File: src/rtl/ahb_burst_master_if.sv
// AHB-lite bus between the burst master and the memory slave.
// The master drives address/control/write data; the slave returns Hready, Hresp and Hrdata.
interface ahb_burst_master_if #(
    parameter int ADDR_W = 32,
    parameter int DATA_W = 32
);
    logic              Hsel;
    logic [ADDR_W-1:0] Haddr;
    logic              Hwrite;
    logic [2:0]        Hsize;
    logic [2:0]        Hburst;
    logic [3:0]        Hprot;
    logic              Hmastlock;
    logic [1:0]        Htrans;
    logic [DATA_W-1:0] Hwdata;
    logic              Hready;
    logic              Hresp;
    logic [DATA_W-1:0] Hrdata;

    modport master (
        output Hsel, Haddr, Hwrite, Hsize, Hburst, Hprot, Hmastlock, Htrans, Hwdata,
        input  Hready, Hresp, Hrdata
    );

    modport slave (
        input  Hsel, Haddr, Hwrite, Hsize, Hburst, Hprot, Hmastlock, Htrans, Hwdata,
        output Hready, Hresp, Hrdata
    );
endinterface

File: src/rtl/ahb_burst_master.sv
// AHB-lite burst sequencer: takes one command at a time and issues a pipelined
// NONSEQ/SEQ burst with INCR/WRAP address stepping, wait states and error abort.
module ahb_burst_master #(
    parameter int ADDR_W = 32,
    parameter int DATA_W = 32
) (
    input  logic              Hclk,
    input  logic              Hreset,
    input  logic              cmd_valid,
    output logic              cmd_ready,
    input  logic              cmd_write,
    input  logic [ADDR_W-1:0] cmd_addr,
    input  logic [2:0]        cmd_burst,
    input  logic [3:0]        cmd_len,
    input  logic [DATA_W-1:0] wdata,
    output logic              wdata_pop,
    output logic [DATA_W-1:0] rdata,
    output logic              rdata_valid,
    output logic              done,
    output logic              err,
    output logic [2:0]        dbg_state,
    ahb_burst_master_if.master bus
);

    // Handshake: a command transfers on the rising edge where cmd_valid and
    // cmd_ready are both high. cmd_ready is high only in IDLE (and never in
    // reset); wdata_pop/rdata_valid/done are single-cycle pulses with no back-pressure.

    typedef enum logic [2:0] {
        S_IDLE  = 3'd0,
        S_ADDR  = 3'd1,
        S_BURST = 3'd2,
        S_LAST  = 3'd3,
        S_DONE  = 3'd4
    } state_t;

    localparam logic [1:0] TR_IDLE   = 2'b00;
    localparam logic [1:0] TR_NONSEQ = 2'b10;
    localparam logic [1:0] TR_SEQ    = 2'b11;

    state_t state, state_next;

    logic              accept;
    logic              step;
    logic              finish_addr;
    logic              abort;
    logic              pop_c;

    logic [3:0]        beats_m1;
    logic              wrap_c;

    logic [ADDR_W-1:0] haddr_q;
    logic [1:0]        htrans_q;
    logic              hsel_q;
    logic              hwrite_q;
    logic [2:0]        hburst_q;
    logic [DATA_W-1:0] hwdata_q;
    logic [DATA_W-1:0] wbuf_q;
    logic [3:0]        beats_left_q;
    logic [ADDR_W-1:0] mask_q;
    logic              dphase_q;
    logic              err_q;
    logic [DATA_W-1:0] rdata_q;
    logic              rdata_valid_q;

    logic [ADDR_W-1:0] addr_inc;
    logic [ADDR_W-1:0] next_addr;

    // Beat count minus one; WRAP bursts also set the wrap flag.
    always_comb begin
        beats_m1 = 4'd0;
        wrap_c   = 1'b0;
        case (cmd_burst)
            3'b000:  beats_m1 = 4'd0;
            3'b001:  beats_m1 = cmd_len;
            3'b010:  begin beats_m1 = 4'd3;  wrap_c = 1'b1; end
            3'b011:  beats_m1 = 4'd3;
            3'b100:  begin beats_m1 = 4'd7;  wrap_c = 1'b1; end
            3'b101:  beats_m1 = 4'd7;
            3'b110:  begin beats_m1 = 4'd15; wrap_c = 1'b1; end
            default: beats_m1 = 4'd15;
        endcase
    end

    // An all-ones mask turns the wrap formula into a plain increment, so INCR
    // and WRAP share one stepping path. For WRAPn the mask is 4n-1.
    assign addr_inc  = haddr_q + {{(ADDR_W-3){1'b0}}, 3'b100};
    assign next_addr = (haddr_q & ~mask_q) | (addr_inc & mask_q);

    always_ff @(posedge Hclk) begin
        if (Hreset) begin
            state <= S_IDLE;
        end else begin
            state <= state_next;
        end
    end

    always_comb begin
        state_next  = state;
        accept      = 1'b0;
        step        = 1'b0;
        finish_addr = 1'b0;
        abort       = 1'b0;
        pop_c       = 1'b0;
        case (state)
            S_IDLE: begin
                if (cmd_valid && cmd_ready) begin
                    accept     = 1'b1;
                    pop_c      = cmd_write;
                    state_next = S_ADDR;
                end
            end
            S_ADDR, S_BURST: begin
                if (dphase_q && bus.Hresp) begin
                    abort      = 1'b1;
                    state_next = S_DONE;
                end else if (bus.Hready) begin
                    if (beats_left_q != 4'd0) begin
                        step       = 1'b1;
                        pop_c      = hwrite_q;
                        state_next = S_BURST;
                    end else begin
                        finish_addr = 1'b1;
                        state_next  = S_LAST;
                    end
                end
            end
            S_LAST: begin
                if (dphase_q && bus.Hresp) begin
                    abort      = 1'b1;
                    state_next = S_DONE;
                end else if (bus.Hready) begin
                    state_next = S_DONE;
                end
            end
            S_DONE: begin
                state_next = S_IDLE;
            end
            default: begin
                state_next = S_IDLE;
            end
        endcase
    end

    always_ff @(posedge Hclk) begin
        if (Hreset) begin
            haddr_q       <= '0;
            htrans_q      <= TR_IDLE;
            hsel_q        <= 1'b0;
            hwrite_q      <= 1'b0;
            hburst_q      <= 3'b000;
            hwdata_q      <= '0;
            wbuf_q        <= '0;
            beats_left_q  <= 4'd0;
            mask_q        <= '1;
            dphase_q      <= 1'b0;
            err_q         <= 1'b0;
            rdata_q       <= '0;
            rdata_valid_q <= 1'b0;
        end else begin
            rdata_valid_q <= 1'b0;

            if (accept) begin
                haddr_q      <= cmd_addr & ~{{(ADDR_W-2){1'b0}}, 2'b11};
                htrans_q     <= TR_NONSEQ;
                hsel_q       <= 1'b1;
                hwrite_q     <= cmd_write;
                hburst_q     <= cmd_burst;
                beats_left_q <= beats_m1;
                mask_q       <= wrap_c ? {{(ADDR_W-6){1'b0}}, beats_m1, 2'b11} : '1;
                err_q        <= 1'b0;
                if (cmd_write) begin
                    wbuf_q <= wdata;
                end
            end

            if (abort) begin
                htrans_q <= TR_IDLE;
                hsel_q   <= 1'b0;
                err_q    <= 1'b1;
                dphase_q <= 1'b0;
            end else begin
                // Hready ends the current data phase and the current address
                // phase together; an active address phase becomes the next data phase.
                if (bus.Hready) begin
                    dphase_q <= htrans_q[1];
                end

                if (dphase_q && bus.Hready && !hwrite_q) begin
                    rdata_q       <= bus.Hrdata;
                    rdata_valid_q <= 1'b1;
                end

                if (step) begin
                    haddr_q      <= next_addr;
                    htrans_q     <= TR_SEQ;
                    beats_left_q <= beats_left_q - 4'd1;
                end

                if (finish_addr) begin
                    htrans_q <= TR_IDLE;
                    hsel_q   <= 1'b0;
                end

                // The buffered beat moves onto Hwdata as its address phase
                // completes, and the buffer refills only if another beat follows.
                if ((step || finish_addr) && hwrite_q) begin
                    hwdata_q <= wbuf_q;
                end
                if (step && hwrite_q) begin
                    wbuf_q <= wdata;
                end
            end
        end
    end

    assign cmd_ready   = (state == S_IDLE) && !Hreset;
    assign wdata_pop   = pop_c && !Hreset;
    assign done        = (state == S_DONE) && !Hreset;
    assign err         = done && err_q;
    assign rdata       = rdata_q;
    assign rdata_valid = rdata_valid_q;
    assign dbg_state   = state;

    assign bus.Hsel      = hsel_q;
    assign bus.Haddr     = haddr_q;
    assign bus.Hwrite    = hwrite_q;
    assign bus.Hsize     = 3'b010;
    assign bus.Hburst    = hburst_q;
    assign bus.Hprot     = 4'b0011;
    assign bus.Hmastlock = 1'b0;
    assign bus.Htrans    = htrans_q;
    assign bus.Hwdata    = hwdata_q;

endmodule

File: src/flat_wrapper.sv
// flat-port wrapper written by rule: the top's interface ports become plain ports
module ahb_burst_master_flat 
#(
    parameter int ADDR_W = 32,
    parameter int DATA_W = 32
)
  (Hclk, Hreset, cmd_valid, cmd_ready, cmd_write, cmd_addr, cmd_burst, cmd_len, wdata, wdata_pop, rdata, rdata_valid, done, err, dbg_state, bus_Hsel, bus_Haddr, bus_Hwrite, bus_Hsize, bus_Hburst, bus_Hprot, bus_Hmastlock, bus_Htrans, bus_Hwdata, bus_Hready, bus_Hresp, bus_Hrdata);
  ahb_burst_master_if #(.ADDR_W(ADDR_W), .DATA_W(DATA_W)) bus_i ();
  input  logic Hclk;
  input  logic Hreset;
  input  logic cmd_valid;
  output logic cmd_ready;
  input  logic cmd_write;
  input  logic [ADDR_W-1:0] cmd_addr;
  input  logic [2:0] cmd_burst;
  input  logic [3:0] cmd_len;
  input  logic [DATA_W-1:0] wdata;
  output logic wdata_pop;
  output logic [DATA_W-1:0] rdata;
  output logic rdata_valid;
  output logic done;
  output logic err;
  output logic [2:0] dbg_state;
  output wire logic [$bits(bus_i.Hsel)-1:0] bus_Hsel;
  output wire logic [$bits(bus_i.Haddr)-1:0] bus_Haddr;
  output wire logic [$bits(bus_i.Hwrite)-1:0] bus_Hwrite;
  output wire logic [$bits(bus_i.Hsize)-1:0] bus_Hsize;
  output wire logic [$bits(bus_i.Hburst)-1:0] bus_Hburst;
  output wire logic [$bits(bus_i.Hprot)-1:0] bus_Hprot;
  output wire logic [$bits(bus_i.Hmastlock)-1:0] bus_Hmastlock;
  output wire logic [$bits(bus_i.Htrans)-1:0] bus_Htrans;
  output wire logic [$bits(bus_i.Hwdata)-1:0] bus_Hwdata;
  input wire logic [$bits(bus_i.Hready)-1:0] bus_Hready;
  input wire logic [$bits(bus_i.Hresp)-1:0] bus_Hresp;
  input wire logic [$bits(bus_i.Hrdata)-1:0] bus_Hrdata;
  assign bus_Hsel = bus_i.Hsel;
  assign bus_Haddr = bus_i.Haddr;
  assign bus_Hwrite = bus_i.Hwrite;
  assign bus_Hsize = bus_i.Hsize;
  assign bus_Hburst = bus_i.Hburst;
  assign bus_Hprot = bus_i.Hprot;
  assign bus_Hmastlock = bus_i.Hmastlock;
  assign bus_Htrans = bus_i.Htrans;
  assign bus_Hwdata = bus_i.Hwdata;
  assign bus_i.Hready = bus_Hready;
  assign bus_i.Hresp = bus_Hresp;
  assign bus_i.Hrdata = bus_Hrdata;
  ahb_burst_master #(.ADDR_W(ADDR_W), .DATA_W(DATA_W)) u_core (.Hclk(Hclk), .Hreset(Hreset), .cmd_valid(cmd_valid), .cmd_ready(cmd_ready), .cmd_write(cmd_write), .cmd_addr(cmd_addr), .cmd_burst(cmd_burst), .cmd_len(cmd_len), .wdata(wdata), .wdata_pop(wdata_pop), .rdata(rdata), .rdata_valid(rdata_valid), .done(done), .err(err), .dbg_state(dbg_state), .bus(bus_i));
endmodule
File: config.mk
export PLATFORM = sky130hd
export DESIGN_NAME = ahb_burst_master_flat
export DESIGN_NICKNAME = d
export VERILOG_FILES = /design/src/rtl/ahb_burst_master_if.sv /design/src/rtl/ahb_burst_master.sv /design/src/flat_wrapper.sv
export SDC_FILE = /design/constraint.sdc
export NUM_CORES = 1
export LEC_CHECK = 0
export CELL_PAD_IN_SITES_DETAIL_PLACEMENT = 1
export CELL_PAD_IN_SITES_GLOBAL_PLACEMENT = 1
export CORE_MARGIN = 1.5
export CORE_UTILIZATION = 29
export CTS_CLUSTER_SIZE = 16
export DETAILED_ROUTE_END_ITERATION = 6
export PLACE_DENSITY = 0.81
export SETUP_SLACK_MARGIN = 0.1
export SLEW_MARGIN = 0
export SYNTH_ARGS = -nofsm -noshare
export SYNTH_HDL_FRONTEND = slang
export SYNTH_SLANG_ARGS = --single-unit
File: constraint.sdc
create_clock -name Hclk -period 2.4 [get_ports Hclk]
set_input_delay 0.24 -clock Hclk [delete_from_list [all_inputs] [get_ports Hclk]]
set_output_delay 0.24 -clock Hclk [all_outputs]
set_load 0.005 [all_outputs]
**Word level (Yosys, flattened, before mapping)**

Cells that the tools add are included.

- $add $sub $neg: 2
- Multiplexer cells: 42
- Equality and inequality tests: 13
- Reduce and logical (&&, ||, !) cells: 28
- Bitwise logic cells: 5

Operator list:

| kind | number |
|---|---|
| 32-bit two-way mux | 8 |
| 32-bit AND | 2 |
| 32-bit by 3-bit adder with 32-bit output (second input constant) | 1 |
| 32-bit inverter | 1 |
| 32-bit bitwise OR | 1 |
| 1-bit two-way mux | 21 |
| 4-bit one-hot mux with 4 select lines | 1 |
| 3-bit two-way mux | 5 |
| 3-bit by 2-bit equality test with 1-bit output (second input constant) | 4 |
| 3-bit equality test (second input constant) | 4 |
| 4-bit two-way mux | 3 |
| 1-bit logical AND | 10 |
| 3-bit one-hot mux with 3 select lines | 1 |
| 3-bit OR reduction | 3 |
| 2-bit OR reduction | 4 |
| 3-bit by 1-bit equality test with 1-bit output (second input constant) | 2 |
| 3-bit zero test | 2 |
| 3-bit by 2-bit inequality test with 1-bit output (second input constant) | 2 |
| 2-bit two-way mux | 2 |
| 2-bit AND reduction | 2 |
| 2-bit nonzero test | 2 |
| 4-bit nonzero test | 1 |
| 4-bit by 1-bit subtractor with 4-bit output (second input constant) | 1 |
| 3-bit AND reduction | 1 |
| 5 further kinds | 6 |

- Input bits: 109
- Word-level logic and storage cells: 104
- Register bits: 177

**Depth between registers and ports, before layout**

- Word-level depth: 8
- Depth in mapped cells: 9
- Gate-level depth less buffers: 7

**Worst setup path before layout**

No wires, ideal clock.

- Path kind: reg-to-reg
- From: register u_core.beats_left_q[0]
- To: register (tool-made name)
- Data arrival time: 2.152 ns
- Slack: 0.157 ns
- Data required time: 2.309 ns
- Stages on the path, launching flop included: 9
- Cell sequence: dfxtp_1 -> inv_1 -> ha_1 -> nor3b_1 -> or4_4 -> buf_6 -> nor4_4 -> a211oi_1 -> a311oi_1

RTL lines:

| what | line | text |
|---|---|---|
| start: declaration | ahb_burst_master.sv:59 | `logic [3:0] beats_left_q;` |
| start signal: assignment | ahb_burst_master.sv:169 | `beats_left_q <= beats_m1;` |
| start signal: assignment | ahb_burst_master.sv:197 | `beats_left_q <= beats_left_q - 4'd1;` |

**Worst setup path after layout**

- From: register u_core.state[0] (netlist: u_core.dbg_state[0])
- To: output err

- Cells in the longest elaborated chain, start to end: 3

RTL lines:

| what | line | text |
|---|---|---|
| start: declaration | ahb_burst_master.sv:41 | `state_t state, state_next;` |
| start signal: assignment | ahb_burst_master.sv:94 | `state <= state_next;` |
| 3-bit equality test | ahb_burst_master.sv:219 | `assign done = (state == S_DONE) && !Hreset;` |
| 1-bit logical AND | ahb_burst_master.sv:219 |  |
| 1-bit logical AND | ahb_burst_master.sv:220 | `assign err = done && err_q;` |
| end: declaration | flat_wrapper.sv:22 | `output logic err;` |

No other way between the ends.

==> run_results.csv <==
group,metric,value,unit
outcome,status,"finished clean",
yosys,synth_warnings,0,
global_route,grt_pass1_wl,33600,µm
floorplanning,start_util,29.8,%
yosys,yosysTopAreaCell,"dfxtp_1",
min_path,min_to,"u_core.dbg_state[0]",
routing,drt_iter0_drc,192,
finish,ff_latch_area,3010,µm²
yosys,async_flop_share,0,%
routing,post_drt_wl_per_cell,17.1,µm
yosys,yosys-top-cells-area,"dfxtp_1 47%, nand2_1 10%, a21oi_1 7.8%, mux2i_1 5.5%, nor2_1 3.6%",
yosys,syn_avg_cell_area,8.19,µm²
global_route,grt_max_degree,69,
yosys,synth-compound-area-share,15.3,%
min_path,hp-start,"Hreset",
setup_path,critPathSlowestCell,"clkdlybuf4s50_1",
setup_path,worstPathArrival,1950,ps
finish,layout_commonest_cell,"clkdlybuf4s50_1",
timing,max_freq,456,MHz
yosys,muxShareOfSynthArea,5.89,%
timing,holdWs,202,ps
min_path,min_path_cells,3,
clock_tree,htreeDepth,4,
yosys,ys.flop_type,"dfxtp_1",
timing,tightest_slew,702,ps
yosys,synth-adder-area-share,0.553,%
setup_path,worstPathCellList,"buf_4, nor2_4, and3_1, and2_1, clkdlybuf4s50_1",
setup_path,path_class,"flip-flop to output port",
yosys,synth-seq-area-share,47.4,%
clock_tree,root_buffer,"clkbuf_16",
clock_tree,clk_pin_slew,60,ps
floorplanning,ios,228,
clock_tree,clock_latency,430,ps
placement,dpl_cell_area,8810,µm²
finish,n_fill_cell,2480,
power_and_ir_drop,power.leakage,3.26,nW
setup_path,crit_buf_inv,2,
floorplanning,num_rows,53,
setup_path,critical_path_required,2160,ps
global_route,antenna_found_initial,0,
global_route,grt_usage,18.9,%
floorplanning,dieArea,22700,µm²
routing,wl_met2,10700,µm
yosys,ys_ff_latch,150,
setup_path,worstReg2RegStart,"u_core.beats_left_q[1]",
routing,met1_length,9000,µm
clock_tree,clock_path_buffers,2,
routing,dr.max_layer_used,"met4",
finish,stdcell_area,9470,µm²
yosys,syn-instance-count,773,
floorplanning,die_y,151,µm
yosys,synth_edf_count,0,
clock_tree,cts-buffers-inserted,17,
timing,fin_crit,2190,ps
timing,relSlewSlack,53.2,%
yosys,synthesis.area,6330,µm²
global_route,grt_pass1_vias,6435,
timing,skew,11.6,ps
setup_path,cp.depth,5,
yosys,synth_xor_area_share,1.23,%
power_and_ir_drop,powerDensity,798,nW/µm²
floorplanning,fp.dieW,151,µm
finish,area_delta_synth_final,49.6,%
finish,final_util,44.6,%
power_and_ir_drop,ir_drop,453,µV
setup_path,cp-end-kind,"output port",
run,max_cap_violations,0,
global_route,grt_overflow,0,
placement,portBuffers,217,
finish,multi_input_area,3060,µm²
routing,vias,6294,
setup_path,crit_fanout,6,
placement,dp_cells,1232,
timing,finalSetupViolCount,0,
timing,min_period_over_period,91.4,%
yosys,synth-simple-area-share,23.9,%
timing,slew_violations,0,
routing,vias_per_cell,4.98,
setup_path,rrSetupSlack,220,ps
yosys,ys_types,55,
finish,layout.nets,1088,
routing,dr.pass1.iters,4,
yosys,synth_top_family_by_area,"simple AND/OR/NAND/NOR gates",
min_path,worstHoldPathType,"primary input to flip-flop",
setup_path,cp-start-kind,"flip-flop",
clock_tree,cts_sinks,150,
floorplanning,core,21200,µm²
routing,route.met3.wl,1610,µm
finish,diodes,0,
placement,hpwl,15100,µm
clock_tree,cts_tree,"built",
routing,routed_wirelength,21700,µm
timing,finalSetupTns,0,ps
finish,final_cell_mix,"215 x clkdlybuf4s50_1, 173 x nand2_1, 146 x dfxtp_1, 99 x a21oi_1, 59 x nor2_1",
routing,ant_nets,0,
timing,hold_viol,0,
timing,rsz0062_at_grt,"false",
setup_path,rr_worst_depth,8,
finish,layout.cells.non_filler,1265,
finish,drive_gt1_share,8.48,%
setup_path,critPathMaxStageDelay,520,ps
setup_path,cpLargestDelayFamily,"buffers and inverters",
yosys,synth_top_area_share,47.4,%
routing,drc,0,
placement,gp_congestion,0.810,
cells in the mapped netlist, types with 10 or more instances:
master,n
and3_1,11
mux2i_1,35
o21ai_0,15
buf_4,11
nor3_1,23
nand4_1,11
nor4_1,10
clkbuf_1,44
nand3_1,12
inv_1,10
nand2_1,173
dfxtp_1,150
nor2_1,60
a21oi_1,99
kinds of logic after synthesis:
kind of cell               Yosys count
AOI/OAI and AO/OA                  164
adders and majority gates            3
xor gates and xnor gates             8
DFF                                150
muxes                               37
and+or+nand+nor                    334
buffers and inverters               75
other                                2
how the worst max path moves through the flow:
stage | startpoint | endpoint | slack [ps]
3_3_place_gp | bus_Hready | wdata_pop | 90
3_5_place_dp | bus_Hready | flip-flop | 40
4_1_cts | u_core.beats_left_q[1] | wdata_pop | 90
6_report | u_core.dbg_state[0] | err | 210
5_1_grt | flip-flop | flip-flop | 100
2_1_floorplan | u_core.beats_left_q[0] | flip-flop | 160
area by class of cell:
| type | instances | area share (%) |
|---|---|---|
| multi-input cells | 554 | 32.3 |
| flip-flops and latches | 150 | 31.7 |
| repair buffers | 244 | 25.5 |
| clock buffers | 17 | 4.49 |
| well taps | 275 | 3.63 |
| clock inverters | 15 | 1.93 |
| inverters | 10 | 0.396 |
worst min-delay path, cell delays in order:
cell and delay (ps):
buf_4 130, nor2_1 80, o221a_2 130
stage by stage:
step	setup WS, ps	power (W)
after global placement	86.2	0.00472
after floorplan	157	0.00388
after CTS	89.8	0.00763
after global routing	104	0.00795
final	206	0.00756
after detailed placement	38.2	0.00478
layer usage:
metal	vias up	global-route usage (%)
met4	0	5.73
met5	-	0
met3	25	6.82
met2	166	32.4
li1	3069	-
met1	3034	22.0
power by group:
part	internal [W]	switching [W]	total, W
Sequential	0.00271	0.000260	0.00297
Clock	0.00151	0.00127	0.00278
Combinational	0.000944	0.000862	0.00181
repair_timing:
action,in CTS,in global routing
endpoints found under the hold margin,0,0
setup buffers,1,0
hold buffers,0,0
resized for setup,5,12
pin swaps,3,2
setup endpoints to repair,7,8
No activity file was read; power rests on OpenSTA's default activity.
